`config.mk`:
```
export PLATFORM = sky130hd
export DESIGN_NAME = data_island_packet_serializer
export DESIGN_NICKNAME = d
export VERILOG_FILES = /design/src/rtl/hdmi_packet_pkg.sv /design/src/rtl/bch_ecc_lfsr.sv /design/src/rtl/data_island_packet_serializer.sv
export SDC_FILE = /design/constraint.sdc
export NUM_CORES = 1
export LEC_CHECK = 0
export BUFFER_PORTS_ARGS = -buffer_cell sky130_fd_sc_hd__buf_2
export CAP_MARGIN = 15
export CORE_MARGIN = 2
export CORE_UTILIZATION = 50
export CTS_BUF_LIST = sky130_fd_sc_hd__clkbuf_2 sky130_fd_sc_hd__clkbuf_4 sky130_fd_sc_hd__clkbuf_8
export CTS_CLUSTER_DIAMETER = 60
export CTS_CLUSTER_SIZE = 20
export DETAILED_ROUTE_END_ITERATION = 6
export PLACE_DENSITY = 0.76
export SETUP_SLACK_MARGIN = 0.3
export SLEW_MARGIN = 20
export SYNTH_ARGS = -nofsm -noshare
export SYNTH_HDL_FRONTEND = slang
export SYNTH_SLANG_ARGS = --single-unit
```
`constraint.sdc`:
```
create_clock -name clk_pixel -period 6.3 [get_ports clk_pixel]
set_clock_uncertainty 0.1 [all_clocks]
set_input_delay 1.575 -clock clk_pixel [delete_from_list [all_inputs] [get_ports clk_pixel]]
set_output_delay 1.575 -clock clk_pixel [all_outputs]
set_load 0.01 [all_outputs]
```
`src/rtl/hdmi_packet_pkg.sv`:
```
// Purpose : shared constants, types and ECC step function for the HDMI data-island packet serializer.
// Latency : n/a (declarations only).
// Backpressure: n/a.
//
// Contents: BCH ECC polynomial, packet geometry, bit-counter type and the
// single-bit ECC step used by every ECC register.
package hdmi_packet_pkg;

  localparam logic [7:0] ECC_POLY         = 8'h83;
  localparam int         PACKET_BITS      = 32;
  localparam int         HEADER_DATA_BITS = 24;
  localparam int         SUB_DATA_BITS    = 56;
  localparam int         SUBPACKETS       = 4;

  localparam int CNT_W     = $clog2(PACKET_BITS);
  // One header lane plus an even and an odd lane per subpacket.
  localparam int LANE_BITS = 1 + 2 * SUBPACKETS;

  typedef logic [CNT_W-1:0] bit_cnt_t;

  // First bit index that carries ECC instead of payload, per lane type.
  // Subpackets move two payload bits per cycle, hence the halving.
  localparam bit_cnt_t HDR_ECC_START = bit_cnt_t'(HEADER_DATA_BITS);
  localparam bit_cnt_t SUB_ECC_START = bit_cnt_t'(SUB_DATA_BITS / 2);
  localparam bit_cnt_t LAST_BIT      = bit_cnt_t'(PACKET_BITS - 1);

  // One bit of the serial BCH LFSR: shift right, fold in the polynomial when
  // the outgoing bit differs from the incoming data bit.
  function automatic logic [7:0] ecc_step(input logic [7:0] ecc, input logic d);
    return (ecc >> 1) ^ ((ecc[0] ^ d) ? ECC_POLY : 8'h00);
  endfunction

endpackage

```
`src/rtl/bch_ecc_lfsr.sv`:
```
// Purpose : one 8-bit BCH ECC register consuming WIDTH data bits per cycle (LSB first).
// Latency : ecc reflects the bits consumed on the previous edge.
// Backpressure: none; advances only when update is high.
//
// Ports:
//   clk_pixel, reset_n : pixel clock, async active-low reset
//   clear              : start of packet; this edge's update begins from 8'h00
//   update             : consume din this edge (otherwise hold, or zero on clear)
//   din[WIDTH-1:0]     : data bits, din[0] is consumed before din[1]
//   ecc[7:0]           : current ECC value
module bch_ecc_lfsr
  import hdmi_packet_pkg::*;
#(
  parameter int WIDTH = 1
) (
  input  logic             clk_pixel,
  input  logic             reset_n,
  input  logic             clear,
  input  logic             update,
  input  logic [WIDTH-1:0] din,
  output logic [7:0]       ecc
);

  logic [7:0] ecc_next;

  // On the load edge the packet's first data bit(s) are consumed in the same
  // cycle, so the seed must already be zero rather than the stale register.
  always_comb begin
    ecc_next = clear ? 8'h00 : ecc;
    for (int i = 0; i < WIDTH; i++) begin
      ecc_next = ecc_step(ecc_next, din[i]);
    end
  end

  always_ff @(posedge clk_pixel or negedge reset_n) begin
    if (!reset_n) begin
      ecc <= 8'h00;
    end else if (update) begin
      ecc <= ecc_next;
    end else if (clear) begin
      ecc <= 8'h00;
    end
  end

endmodule

```
`src/rtl/data_island_packet_serializer.sv`:
```
// Purpose : serializes one HDMI data-island packet (header + 4 subpackets) with BCH ECC onto 9 lanes.
// Latency : 1 cycle from load to bit 0 on packet_data; 32 output cycles per packet, no gaps.
// Backpressure: none; enable paces the stream, dropping it aborts the packet in flight.
//
// Ports:
//   clk_pixel, reset_n : pixel clock, async active-low reset
//   enable             : high for the whole data-island period
//   header[23:0]       : HB2:HB1:HB0, sampled when load is high
//   sub[3:0][55:0]     : subpackets 0..3, sampled when load is high
//   packet_data[8:0]   : {sub3..0 odd bit, sub3..0 even bit, header bit}
//   packet_valid       : packet_data carries a packet bit
//   packet_last        : bit index 31 of the packet
//   load               : combinational, enable && counter == 0
module data_island_packet_serializer
  import hdmi_packet_pkg::*;
(
  input  logic                                     clk_pixel,
  input  logic                                     reset_n,
  input  logic                                     enable,
  input  logic [HEADER_DATA_BITS-1:0]              header,
  input  logic [SUBPACKETS-1:0][SUB_DATA_BITS-1:0] sub,
  output logic [LANE_BITS-1:0]                     packet_data,
  output logic                                     packet_valid,
  output logic                                     packet_last,
  output logic                                     load
);

  bit_cnt_t                                 cnt;
  logic [HEADER_DATA_BITS-1:0]              hdr_shadow;
  logic [HEADER_DATA_BITS-1:0]              hdr_src;
  logic [SUBPACKETS-1:0][SUB_DATA_BITS-1:0] sub_shadow;
  logic [SUBPACKETS-1:0][SUB_DATA_BITS-1:0] sub_src;
  logic                                     hdr_data_phase;
  logic                                     sub_data_phase;
  logic                                     hdr_bit;
  logic [7:0]                               hdr_ecc;
  logic [7:0]                               sub_ecc [SUBPACKETS];
  logic [SUBPACKETS-1:0]                    sub_even;
  logic [SUBPACKETS-1:0]                    sub_odd;
  logic [LANE_BITS-1:0]                     lane_next;

  assign load = enable && (cnt == '0);

  // Bit 0 is serialized on the same edge that fills the shadow registers, so
  // it must bypass them and come straight from the inputs.
  assign hdr_src = load ? header : hdr_shadow;
  assign sub_src = load ? sub    : sub_shadow;

  assign hdr_data_phase = (cnt < HDR_ECC_START);
  assign sub_data_phase = (cnt < SUB_ECC_START);

  // Out-of-range indices only occur in the ECC phase, where these bits are
  // neither consumed by the LFSRs nor selected onto the lanes.
  assign hdr_bit = hdr_src[cnt];

  bch_ecc_lfsr #(.WIDTH(1)) u_hdr_ecc (
    .clk_pixel (clk_pixel),
    .reset_n   (reset_n),
    .clear     (load),
    .update    (enable && hdr_data_phase),
    .din       (hdr_bit),
    .ecc       (hdr_ecc)
  );

  for (genvar k = 0; k < SUBPACKETS; k++) begin : g_sub
    assign sub_even[k] = sub_src[k][{cnt, 1'b0}];
    assign sub_odd[k]  = sub_src[k][{cnt, 1'b1}];

    bch_ecc_lfsr #(.WIDTH(2)) u_sub_ecc (
      .clk_pixel (clk_pixel),
      .reset_n   (reset_n),
      .clear     (load),
      .update    (enable && sub_data_phase),
      .din       ({sub_odd[k], sub_even[k]}),
      .ecc       (sub_ecc[k])
    );
  end

  // ECC phases start on multiples of 8 (header) and 4 (subpackets), so the
  // low counter bits directly index the ECC byte.
  always_comb begin
    lane_next    = '0;
    lane_next[0] = hdr_data_phase ? hdr_bit : hdr_ecc[cnt[2:0]];
    for (int k = 0; k < SUBPACKETS; k++) begin
      lane_next[1 + k] = sub_data_phase ? sub_even[k]
                                        : sub_ecc[k][{cnt[1:0], 1'b0}];
      lane_next[1 + SUBPACKETS + k] = sub_data_phase ? sub_odd[k]
                                                     : sub_ecc[k][{cnt[1:0], 1'b1}];
    end
  end

  always_ff @(posedge clk_pixel or negedge reset_n) begin
    if (!reset_n) begin
      cnt          <= '0;
      hdr_shadow   <= '0;
      sub_shadow   <= '0;
      packet_data  <= '0;
      packet_valid <= 1'b0;
      packet_last  <= 1'b0;
    end else if (enable) begin
      cnt          <= cnt + bit_cnt_t'(1);
      packet_data  <= lane_next;
      packet_valid <= 1'b1;
      packet_last  <= (cnt == LAST_BIT);
      if (load) begin
        hdr_shadow <= header;
        sub_shadow <= sub;
      end
    end else begin
      // Abort / idle: drop the partial packet and restart at bit 0.
      cnt          <= '0;
      packet_data  <= '0;
      packet_valid <= 1'b0;
      packet_last  <= 1'b0;
    end
  end

endmodule

```
==> metrics, run 1 <==
status=finished, final reports clean; fraction of registers with async set/reset=1.000; LEAKAGE=8.456 nW; Comb power frac=0.294; global-route wire length before repair=65160 um; final net count=1920; Post-CTS Setup Inserts=0; Wirelength per Cell=about 20 um; achievable frequency=approximately 0.21 GHz; Clk network pwr share=0.233; max-cap violations=0; post-route insts no fill=approximately 2100; CTS tree=built; CP required=4.62 ns; Synth Area per Inst=10.50 sq um; Worst-Skew Late Latency=0.62 ns; share of layout cells above drive strength 1=0.3191; Inst Count DP=between 2000 and 2500; ANT nets after route=0; clk buf depth=3; Worst Setup Start Kind=flop; detailed-route DRC error count=0; Core Area=29720 sq um; Hold Buf Count CTS=0; Seq/Total Area, Yosys=0.5022; worst vdd ir=a little under 0.2 mV; Hold WS=0.3712 ns; die height=~180 um; GRT Overall Usage=0.2667; Die Area=31710 sq um; Worst-Margin Slew=0.8414 ns; P_sw=0.001916 W; Seq cells post-synth=304; via count=~12000; First DRT Iteration DRCs=946; row count=63; Pre-Repair DR Iteration Count=5; Fin Setup TNS=0 ns; setup violators final=0; Reg power frac=0.473; Slew HR=0.4370; crit end category=output port; final hold violation count=0; Synth cell types=70; DIE WIDTH=178.1 um; post-cts sizing count=0; Initial Util=0.5097; Internal Pwr Total=0.003762 W; CP Max Fanout=~100; Tmin final=4.824 ns; period utilization=0.7658; Gate Count Post-Synth=1443; CP Class=reg2out; hpwl dp=28940 um; Worst EP arrival=~3.2 ns; Top-Level Pins=263; gr ovfl total=0; power per cell area=324.3 nW/um^2; syn_nets=1697; Root Buffer=clkbuf_8; CTS Buf Count=27; vias per cell=about 5.6; switch share=0.3375; Hold Path Class=reg2reg; RSZ-0062 raised after global routing=no; ys flop type=dfrtp_1; CTS sink cnt=around 300; H-tree depth=1; Clk pin slew, worst setup/hold paths=0.12 ns; Syn Std Cell Area=15150 sq um; gpl congestion=0.8174; IO Port Bufs=262; Post-synth EDFFs=0; Pins Over Slew Limit=0; vias in the first global route=11880; flop2flop setup slack=1.65 ns; largest net degree at the start of global routing=135; Yosys warnings=0; routed wire length=41660 um; synth-to-layout area growth=15.56%; initial antenna violation count=12
cell families (layout without fill, tap and decap cells):
| kind of cell | after synthesis | count (layout) | synth area share |
|---|---|---|---|
| fa+ha+maj | 3 | 3 | 0.002478 |
| compound gates | 162 | 162 | 0.07310 |
| buf+inv | 109 | 352 | 0.03073 |
| other cells | 0 | 11 | 0 |
| simple gates | 627 | 627 | 0.1671 |
| mux | 205 | 205 | 0.2041 |
| flops | 304 | 304 | 0.5022 |
| xor+xnor | 33 | 33 | 0.02032 |
synth_stat cells, drive strengths merged, types with 13 or more instances:
| library cell | instances | area, sq um |
|---|---|---|
| o21ai | 28 | 140.1 |
| a21oi | 44 | 224.0 |
| nor2 | 30 | 112.6 |
| xnor2 | 20 | 193.9 |
| clkbuf | 57 | 215.2 |
| mux2i | 19 | 193.9 |
| mux2 | 115 | 1299 |
| a22oi | 13 | 97.59 |
| xor2 | 13 | 113.9 |
| dfrtp | 304 | 7607 |
| buf | 43 | 216.5 |
| mux4 | 71 | 1599 |
| nand2 | 536 | 2014 |
power by group through the flow:
| stage | Combinational, W | Sequential (W) | Clock, W |
|---|---|---|---|
| after global placement | 0.00161 | 0.00269 | 0 |
| after floorplan | 0.00127 | 0.00261 | 0 |
| after global routing | 0.00185 | 0.00274 | 0.00142 |
| after detailed placement | 0.00166 | 0.00272 | 0 |
| final | 0.00167 | 0.00269 | 0.00132 |
| after CTS | 0.00167 | 0.00268 | 0.00135 |
cells in the final DEF, fill, tap and decap left out, drive strengths merged, types with 4 or more instances in the layout:
cell type / n
a21boi: 6
mux2i: 19
diode: 11
xor2: 13
a31oi: 5
nor2: 30
nor3: 9
o21ai: 28
clkinv: 9
o211ai: 4
a22o: 11
a21oi: 44
nor2b: 10
o32ai: 4
a21o: 4
dfrtp: 304
nand3: 6
nand2: 536
mux2: 115
buf: 294
a22oi: 13
clkbuf: 28
xnor2: 20
and2: 11
a211oi: 11
o22ai: 4
inv: 19
and3: 11
mux4: 71
metal layers:
layer  share of wire  vias to the layer above  track usage  routed length [um]
met5         0.00062                        -            0                  26
met2            0.47                      467       0.4341               19620
met3           0.089                       78      0.05968                3699
met1            0.41                     5823       0.3564               17060
met4           0.030                        4      0.08777                1248
li1                -                     5399            -                   -
final cells by class:
| class | count | area [sq um] |
|---|---|---|
| Inverter | 9 | 43.79 |
| Tap cell | 390 | 488.0 |
| Multi-Input combinational cell | 1030 | 7092 |
| Fill cell | 2489 | 12210 |
| Clock inverter | 21 | 250.2 |
| Antenna cell | 11 | 27.53 |
| Clock buffer | 28 | 385.4 |
| Sequential cell | 304 | 7612 |
| Timing Repair Buffer | 294 | 1607 |
metrics by stage:
| stage | instance area, sq um | total power [W] | worst slack (ns) | utilization |
|---|---|---|---|---|
| floorplan | 15150 | 0.003882 | 1.403 | - |
| global placement | 16810 | 0.004299 | 1.298 | 0.5657 |
| detailed placement | 16810 | 0.004382 | 1.248 | 0.5658 |
| CTS | 17450 | 0.005698 | 1.361 | 0.5872 |
| global route | 17490 | 0.006011 | 1.217 | 0.5886 |
| finish | 17510 | 0.005678 | 1.476 | 0.5891 |
critical path, cell delays in order (launching register included):
cell	delay (ns)
dfrtp_4	0.61
inv_4	0.10
ha_1	0.15
nor4b_4	0.46
nand2_8	0.18
inv_8	0.48
buf_12	0.35
buf_2	0.20
flip-flops by register name (all words and copies together) (netlist names):
register / count
sub_shadow: 224
g_sub.u_sub_ecc.ecc: 32
hdr_shadow: 24
packet_data: 9
u_hdr_ecc.ecc: 8
cnt: 5
packet_last: 1
packet_valid: 1
final timing paths:
check / from / to / depth (start not counted)
worst min register to register: sub_shadow[138]$_DFFE_PN0P_ / sub_shadow[138]$_DFFE_PN0P_ / 2
max in group asynchronous: reset_n / cnt[1]$_DFF_PN0_ / 3
worst max register to register: cnt[0]$_DFF_PN0_ / g_sub[3].u_sub_ecc.ecc[1]$_DFF_PN0_ / 14
worst min-delay path: sub_shadow[138]$_DFFE_PN0P_ / sub_shadow[138]$_DFFE_PN0P_ / 2
min in group asynchronous: reset_n / sub_shadow[100]$_DFFE_PN0P_ / 1
worst max-delay path: cnt[0]$_DFF_PN0_ / load / 7
No activity file was read; power rests on OpenSTA's default activity.
==> inputs of run 2 (changes only) <==
ABC_AREA = 1   (was default)
PLACE_DENSITY = 0.79   (was 0.76)
clock period = 3.9 ns   (was 6.3 ns; I/O delays follow)
==> run 2 against run 1 <==
Net effect: the flow now finishes with violations (DRC); sequential power rose by 53%; area after synthesis rose by 5.2%; flip-flop and latch count did not move; worst hold slack got worse by 0.14 ns; design area rose by 4.4%; setup slack got worse by 0.81 ns; non-clock buffer count rose by 17; combinational power rose by 57%; total power rose by 57%; wire length rose by 24%; count of clock-buffer cells in the layout rose by 1; largest cell class unchanged; largest power group unchanged; highest routed layer is now met4.
==> metrics, run 2 <==
Inst Count DP=2777; vias in the first global route=approximately 15000; Root Buffer=clkbuf_8; Wirelength per Cell=18.20 um; routed wire length=51490 um; Post-CTS Setup Inserts=0; Seq cells post-synth=between 300 and 400; gpl congestion=~0.94; max-cap violations=0; Worst Setup Start Kind=flop; GRT Overall Usage=0.3118; ANT nets after route=0; share of layout cells above drive strength 1=0.1549; Tmin final=3.237 ns; Seq/Total Area, Yosys=0.4775; Syn Std Cell Area=15930 sq um; hpwl dp=35970 um; final hold violation count=0; clk buf depth=3; Worst-Skew Late Latency=0.62 ns; Hold Path Class=in2async; initial antenna violation count=0; Gate Count Post-Synth=2201; CP max stage cell=dfrtp_2; CTS sink cnt=304; largest net degree at the start of global routing=about 110; Clk pin slew, worst setup/hold paths=about 0.11 ns; Top-Level Pins=263; Buf+Inv Stages, Crit Path=5; most frequent cells after synthesis=867 x nand2_1, 304 x dfrtp_1, 246 x inv_1, 233 x nand3_1, 109 x nand4_1; most common cell after layout, fill and taps aside=nand2_1; final net count=2659; Core Area=about 31000 sq um; syn_nets=2455; setup violators final=0; total power=about 0.0089 W; First DRT Iteration DRCs=~1700; Initial Util=0.5061; period utilization=0.8301; number of flip-flops under the largest register name=224; CP peak stage delay=about 0.54 ns; H-tree depth=1; Worst-Margin Slew=0.9391 ns; cell taking the most area after synthesis=dfrtp_1; CP required=4.31 ns; post-synth top area share=0.4775; Pre-Repair DR Iteration Count=7; Top reg by flops=sub_shadow; Die Area=33300 sq um; critical-path cell list=inv_2, buf_4, buf_4, nand3_1, nand2_1, nand3_1, nand3_1, nand2_1, o21ai_0, buf_4, inv_1; LEAKAGE=10.22 nW; power per cell area=slightly below 500 nW/um^2; via count=15640; IO Port Bufs=262; RSZ-0062 raised after global routing=no; delay-heaviest family, CP=buffers and inverters; vias per cell=around 5.5; Yosys warnings=0; Synth Area per Inst=7.238 sq um; Synth cell types=34; ys flop type=dfrtp_1; Largest regs=sub_shadow (224), g_sub.u_sub_ecc.ecc (32), hdr_shadow (24); Filler Cells Inserted=2837; Fin Setup TNS=0 ns; Slew HR=0.3739; post-route insts no fill=2829; main area contributors after synthesis=dfrtp_1 48%, nand2_1 20%, nand3_1 7.3%; Post-synth EDFFs=0; fraction of registers with async set/reset=1.000; detailed-route DRC error count=1; CTS tree=built; crit end category=flop; global-route wire length before repair=81710 um; violated checks=DRC; synth-to-layout area growth=14.68%; Antenna Cells=0; CP Max Fanout=35; Worst EP arrival=3.65 ns; status=finished with violations; CTS Buf Count=28; DIE WIDTH=182.5 um; gr ovfl total=0; die height=182.5 um; most frequent cell after synthesis=nand2_1; achievable frequency=between 0.3 and 0.4 GHz; row count=65; worst vdd ir=between 0.2 and 0.3 mV; most frequent cells in the layout=867 x nand2_1, 302 x dfrtp_1, 261 x buf_2; CP Class=reg2reg; Pins Over Slew Limit=0
run 2: cell types whose count changed after synthesis, moves of 40 or more:
cell	delta
mux4_2	-71
nand2_1	+332
o21ai_0	+40
nor2_1	+69
nand4_1	+109
inv_1	+241
mux2_2	-108
nand3_1	+227
run 2: final cells by class:
| type | instances | area [sq um] | share of cell area |
|---|---|---|---|
| Clock inverter | 23 | 260.3 | 0.01425 |
| Inverter | 253 | 952.2 | 0.05212 |
| Multi-Input combinational cell | 1507 | 6680 | 0.3657 |
| Timing Repair Buffer | 311 | 1864 | 0.1020 |
| Sequential cell | 304 | 7610 | 0.4165 |
| Clock buffer | 29 | 399.1 | 0.02185 |
| Tap cell | 402 | 503.0 | 0.02753 |
run 2: routing by layer:
metal  GRT usage  share of wire  vias to the layer above
li1            -              -                     7333
met1      0.4317           0.42                     7346
met2      0.4929           0.45                      832
met3     0.04710          0.092                      133
met4      0.1294          0.044                        0
met5           0              0                        -
run 2: logic make-up (layout without fill, tap and decap cells):
logic type | count (synthesis) | count (layout) | share of synthesized area
XOR/XNOR | 2 | 2 | 0.001100
adder cells (fa/ha/maj) | 3 | 3 | 0.002357
buffers and inverters | 390 | 616 | 0.1047
AND/OR/NAND/NOR | 1360 | 1360 | 0.3655
AO/OA/AOI/OAI | 142 | 142 | 0.04885
flip-flops | 304 | 304 | 0.4775
run 2: final timing paths:
kind                                            start                         end  slack, ns  cells past startpoint
setup / recovery                     cnt[1]$_DFF_PN0_    packet_data[6]$_DFF_PN0_       0.66                     11
hold / removal                                reset_n  sub_shadow[77]$_DFFE_PN0P_       0.23                      1
setup reg to reg                     cnt[1]$_DFF_PN0_    packet_data[6]$_DFF_PN0_       0.66                     11
hold reg to reg            sub_shadow[79]$_DFFE_PN0P_  sub_shadow[79]$_DFFE_PN0P_       0.38                      2
max in group asynchronous                     reset_n  hdr_shadow[10]$_DFFE_PN0P_       2.48                      2
min in group clk_pixel     sub_shadow[79]$_DFFE_PN0P_  sub_shadow[79]$_DFFE_PN0P_       0.38                      2
run 2: timing repair:
item	CTS	global route
hold buffers	0	0
resized for setup	0	1
setup endpoints to repair	0	1
run 2: through the flow:
stage	worst slack (ns)	utilization	hold WS [ns]	area, sq um
5_1_grt	0.4405	0.5804	0.2671	18270
3_3_place_gp	0.2853	0.5595	0.3481	17610
3_5_place_dp	0.3015	0.5595	0.3535	17610
6_report	0.6626	0.5804	0.2295	18270
2_1_floorplan	0.4575	-	0.3367	15930
4_1_cts	0.5651	0.5804	0.2391	18270
run 2: worst reg2reg max path, cell delays in order, from the launching register on:
cell	delay (ns)
dfrtp_2	0.54
inv_2	0.13
buf_4	0.38
buf_4	0.53
nand3_1	0.29
nand2_1	0.14
nand3_1	0.19
nand3_1	0.19
nand2_1	0.11
o21ai_0	0.33
buf_4	0.20
inv_1	0.04
run 2: where the power goes:
part           switching (W)  internal, W  leakage (nW)
Clock                0.00136     0.000815         0.320
Sequential          0.000265      0.00385          3.64
Combinational        0.00171     0.000911          6.26
Total                0.00333      0.00558          10.2
